[src/rtl/debounced_logic_unit_if.sv]
// Switch-side bundle for the debounced logic unit: raw operands/select in, registered result and status out.
// Master drives the raw switch inputs; slave is the logic unit that produces out/out_valid/out_changed.
interface debounced_logic_unit_if #(
  parameter int WIDTH = 4
);
  logic [WIDTH-1:0] sw0;
  logic [WIDTH-1:0] sw1;
  logic [2:0]       select;
  logic [WIDTH-1:0] out;
  logic             out_valid;
  logic             out_changed;

  modport master (
    output sw0,
    output sw1,
    output select,
    input  out,
    input  out_valid,
    input  out_changed
  );

  modport slave (
    input  sw0,
    input  sw1,
    input  select,
    output out,
    output out_valid,
    output out_changed
  );
endinterface

[src/rtl/debounced_logic_unit.sv]
// Synchronizes and debounces every switch bit, then registers the selected bitwise op; free-running, no backpressure.
// Latency: a raw change stable from edge N reaches deb at N+DEBOUNCE_CYCLES+1 and out at N+DEBOUNCE_CYCLES+2.
module debounced_logic_unit #(
  parameter int WIDTH           = 4,
  parameter int DEBOUNCE_CYCLES = 4
) (
  input  logic                  clk,
  input  logic                  rst_n,
  debounced_logic_unit_if.slave bus
);

  // Operands and select are debounced as one flat vector: {select, sw1, sw0}.
  localparam int NB = 2 * WIDTH + 3;
  localparam int CW = (DEBOUNCE_CYCLES > 1) ? $clog2(DEBOUNCE_CYCLES) : 1;
  localparam logic [CW-1:0] CNT_MAX = CW'(DEBOUNCE_CYCLES - 1);

  typedef logic [CW-1:0] cnt_t;

  logic [NB-1:0]    raw;
  logic [NB-1:0]    s1_q, s1_d;
  logic [NB-1:0]    s2_q, s2_d;
  logic [NB-1:0]    deb_q, deb_d;
  cnt_t [NB-1:0]    cnt_q, cnt_d;

  logic [WIDTH-1:0] op_a, op_b;
  logic [2:0]       op_sel;
  logic [WIDTH-1:0] out_q, out_d;
  logic             out_valid_q, out_valid_d;
  logic             out_changed_q, out_changed_d;

  assign raw = {bus.select, bus.sw1, bus.sw0};

  always_comb begin
    s1_d  = raw;
    s2_d  = s1_q;
    deb_d = deb_q;
    cnt_d = cnt_q;
    for (int i = 0; i < NB; i++) begin
      if (s2_q[i] == deb_q[i]) begin
        cnt_d[i] = '0;
      end else if (cnt_q[i] == CNT_MAX) begin
        deb_d[i] = s2_q[i];
        cnt_d[i] = '0;
      end else begin
        cnt_d[i] = cnt_q[i] + CW'(1);
      end
    end
  end

  assign op_a   = deb_q[WIDTH-1:0];
  assign op_b   = deb_q[2*WIDTH-1:WIDTH];
  assign op_sel = deb_q[NB-1:2*WIDTH];

  always_comb begin
    out_d = '0;
    case (op_sel)
      3'b000:  out_d = ~op_a;
      3'b001:  out_d = op_a;
      3'b010:  out_d = ~(op_a ^ op_b);
      3'b011:  out_d = op_a & op_b;
      3'b100:  out_d = op_a | op_b;
      3'b101:  out_d = op_a ^ op_b;
      3'b110:  out_d = ~(op_a & op_b);
      3'b111:  out_d = ~(op_a | op_b);
      default: out_d = '0;
    endcase
  end

  // Valid means nothing is mid-debounce; any bit still disagreeing keeps it low.
  assign out_valid_d   = (s2_q == deb_q);
  assign out_changed_d = (out_d != out_q);

  always_ff @(posedge clk or negedge rst_n) begin
    if (!rst_n) begin
      s1_q          <= '0;
      s2_q          <= '0;
      deb_q         <= '0;
      cnt_q         <= '0;
      out_q         <= '0;
      out_valid_q   <= 1'b0;
      out_changed_q <= 1'b0;
    end else begin
      s1_q          <= s1_d;
      s2_q          <= s2_d;
      deb_q         <= deb_d;
      cnt_q         <= cnt_d;
      out_q         <= out_d;
      out_valid_q   <= out_valid_d;
      out_changed_q <= out_changed_d;
    end
  end

  assign bus.out         = out_q;
  assign bus.out_valid   = out_valid_q;
  assign bus.out_changed = out_changed_q;

endmodule
[src/flat_wrapper.sv]
// flat-port wrapper written by rule: the top's interface ports become plain ports
module debounced_logic_unit_flat 
#(
  parameter int WIDTH           = 4,
  parameter int DEBOUNCE_CYCLES = 4
)
  (clk, rst_n, bus_sw0, bus_sw1, bus_select, bus_out, bus_out_valid, bus_out_changed);
  debounced_logic_unit_if #(.WIDTH(WIDTH)) bus_i ();
  input  logic clk;
  input  logic rst_n;
  input wire logic [$bits(bus_i.sw0)-1:0] bus_sw0;
  input wire logic [$bits(bus_i.sw1)-1:0] bus_sw1;
  input wire logic [$bits(bus_i.select)-1:0] bus_select;
  output wire logic [$bits(bus_i.out)-1:0] bus_out;
  output wire logic [$bits(bus_i.out_valid)-1:0] bus_out_valid;
  output wire logic [$bits(bus_i.out_changed)-1:0] bus_out_changed;
  assign bus_i.sw0 = bus_sw0;
  assign bus_i.sw1 = bus_sw1;
  assign bus_i.select = bus_select;
  assign bus_out = bus_i.out;
  assign bus_out_valid = bus_i.out_valid;
  assign bus_out_changed = bus_i.out_changed;
  debounced_logic_unit #(.WIDTH(WIDTH), .DEBOUNCE_CYCLES(DEBOUNCE_CYCLES)) u_core (.clk(clk), .rst_n(rst_n), .bus(bus_i));
endmodule
[config.mk]
export PLATFORM = sky130hd
export DESIGN_NAME = debounced_logic_unit_flat
export DESIGN_NICKNAME = d
export VERILOG_FILES = /design/src/rtl/debounced_logic_unit_if.sv /design/src/rtl/debounced_logic_unit.sv /design/src/flat_wrapper.sv
export SDC_FILE = /design/constraint.sdc
export NUM_CORES = 1
export LEC_CHECK = 0
export ABC_CLOCK_PERIOD_IN_PS = 1700
export CORE_ASPECT_RATIO = 0.75
export CORE_MARGIN = 1.5
export CORE_UTILIZATION = 45
export DETAILED_ROUTE_END_ITERATION = 8
export PLACE_DENSITY = 0.66
export SYNTH_ARGS = -nofsm -noshare
export SYNTH_HDL_FRONTEND = slang
export SYNTH_SLANG_ARGS = --single-unit
[constraint.sdc]
create_clock -name clk -period 1.7 [get_ports clk]
set_input_delay 0.17 -clock clk [delete_from_list [all_inputs] [get_ports clk]]
set_output_delay 0.17 -clock clk [all_outputs]
set_load 0.03 [all_outputs]
==> qor.csv <==
metric;value;unit
hpwl;2869;µm
synthTopCellsByArea;dfrtp_1 (60%), ha_1 (9.3%), xnor2_1 (5.2%);
synth_area;0.002547;mm²
route.detailed.drc;0;
drtIter0Drc;61;
htreeDepth;3;
synth-xor-area-share;6.139;%
maxCapViolCount;0;
io_buffer_count;18;
r2r_cells;7;
synthTopCellsByCount;dfrtp_1 (61), ha_1 (19), xnor2_1 (15);
avgSynthCellArea;12.80;µm²
clock_latency;330;ps
cts_sinks;61;
startpoint;u_core.deb_q[7];
synth_top_area_share;59.92;%
cts_inserted_buffers;9;
synth_largest_area_cell;dfrtp_1;
synthCells;199;
synth_cell_types;36;
crit_path_end;u_core.bus.out_changed;
reg2reg_slack;6;ps
dp_slack;-65.84;ps
fp.dieArea;0.006126;mm²
hp-class;primary input to flop;
post-route-period-util;99.66;%
grt_util_all_layers;16.26;%
cts_max_path_buffers;2;
synth_top_family_by_area;simple AND/OR/NAND/NOR gates;
viasPerCell;4.779;
ys.flop_type;dfrtp_1;
clk_pin_slew;70;ps
die_x;89.88;µm
synthMuxAreaShare;2.603;%
worstMarginPinSlew;487.2;ps
finalMaxSlewViolations;0;
finalWorstSetupSlack;5.840;ps
synthesis.nets;231;
peakVddDrop;672.5;µV
end_kind;flop;
synthArstFlopShare;100.0;%
max_slew_margin;67.52;%
fmax;590.3;MHz
synth-compound-area-share;7.269;%
fill_cells;460;
synth-simple-area-share;11.94;%
core_area;0.005410;mm²
ioPinCount;19;
synth_edf_count;0;
cp.required;1900;ps
status;finished, final reports clean;
synth_most_common_cell;dfrtp_1;
setup_violations;0;
met3_length;249;µm
yosysSeqAreaShare;59.92;%
hp-start;bus_sw1[0];
r2r-start;u_core.deb_q[7];
fin_skew;3.955;ps
num_vias;1558;
antenna_found_initial;0;
yosys_warnings;0;
critical_path_arrival;1900;ps
nets;279;
tritoncts;done;
ys_ff_latch;61;
reg2reg_to;u_core.bus.out_changed;
wirelength;4128;µm
cp_max_fo;2;
num_rows;23;
met1_length;2023;µm
wire_per_inst;12.66;µm
grt_max_degree;62;
fin_crit;1694;ps
grt-ovfl-total;0;
leakagePower;1.458;nW
rsz0062_at_grt;yes;
start_util;47.09;%
syn2layout_area_growth;27.51;%
first_global_vias;1524;
fin_area;0.003248;mm²
ant_nets;0;
crit_type;flop to flop;
final_util;60.04;%
hold_viol;0;
die_y;68.16;µm
dpl-instance-area;0.002928;mm²
firstDrtPassIters;4;
synth_fa_ha_area_share;9.332;%
place_congestion;0.7588;
cp-start-kind;flop;
diodes;0;
dr.max_layer_used;met4;
cellPowerDensity;1922;mW/mm²
drive_gt1_share;22.71;%
cts_root_buf;clkbuf_8;
p_total;6.243;mW
grt_pass1_wl;7300;µm
holdPathStages;1;
dr_wl_met2;1800;µm
## final cells by class
cell class	instances	area (µm²)	share of cell area, %
multi-input cells	124	993.5	30.59
repair buffers	41	366.6	11.29
clock inverters	4	97.59	3.005
inverters	10	37.54	1.156
clock buffers	11	131.4	4.045
well taps	75	93.84	2.889
flip-flops and latches	61	1528	47.03
## sequential cells by signal (all words and copies together), names as in the netlist
register	flops
u_core.deb_q	11
u_core.bus.out_valid	1
u_core.cnt_q	22
u_core.s1_q	11
u_core.bus.out_changed	1
u_core.s2_q	11
u_core.bus.out	4
## routing by layer
layer / vias to the layer above / global-route usage (%)
met5: - / 0
met2: 34 / 23.85
met4: 0 / 8.333
li1: 781 / -
met3: 6 / 6.556
met1: 737 / 21.06
## cell families (layout without fill, tap and decap cells)
logic type / after synthesis / after routing
fa+ha+maj: 19 / 19
mux: 5 / 5
flops: 61 / 61
simple gates: 57 / 57
compound gates: 26 / 26
xor+xnor: 17 / 17
buf+inv: 14 / 66
## through the flow
step           setup TNS, ps  instances  hold WS (ps)
2_1_floorplan              0        199        -125.6
5_1_grt               -86.32        326         258.4
3_5_place_dp          -65.84        305         201.2
4_1_cts               -27.71        322         248.1
3_3_place_gp               0        305         201.0
6_report                   0        326         271.9
## repair_timing
action	CTS	global route
setup buffers	1	4
endpoints found under the setup margin	1	1
endpoints found under the hold margin	61	0
pin swaps	6	7
hold buffers	1	0
resized for setup	7	7
## cell usage in the layout, fill, tap and decap left out, types with 2 or more instances in the layout
cell	instances
dfrtp_1	60
buf_4	20
clkdlybuf4s50_1	17
ha_1	16
xnor2_1	15
nor2b_1	13
nor3_1	13
nand2_1	11
o21ai_0	10
clkbuf_8	9
inv_2	5
inv_1	5
nand2b_1	5
nor2_1	3
nand3_1	3
mux2_2	3
o21ai_1	3
nand4_1	3
bufinv_16	3
a21oi_1	2
a211oi_2	2
nand2_2	2
ha_4	2
clkbuf_1	2
## power by group
part	total, mW	switching [mW]	internal (mW)
clock network	1.49	0.527	0.967
registers	2.18	0.312	1.87
logic	2.56	1.22	1.34
## worst min path at each step
stage,endpoint,slack (ps)
after detailed placement,u_core.cnt_q[4],200
after floorplan,u_core.bus.out[0],-130
after global routing,u_core.s1_q[5],260
after global placement,u_core.cnt_q[4],200
final,u_core.s1_q[4],270
after CTS,u_core.s1_q[4],250
## critical path, cell delays in order, from the launching register on
cell and delay [ps]:
dfrtp_1 400, inv_2 90, ha_4 210, nand2_2 50, o21ai_1 60, mux4_2 510
xnor2_2 150, nand4_1 100
No activity file was read; power rests on OpenSTA's default activity.
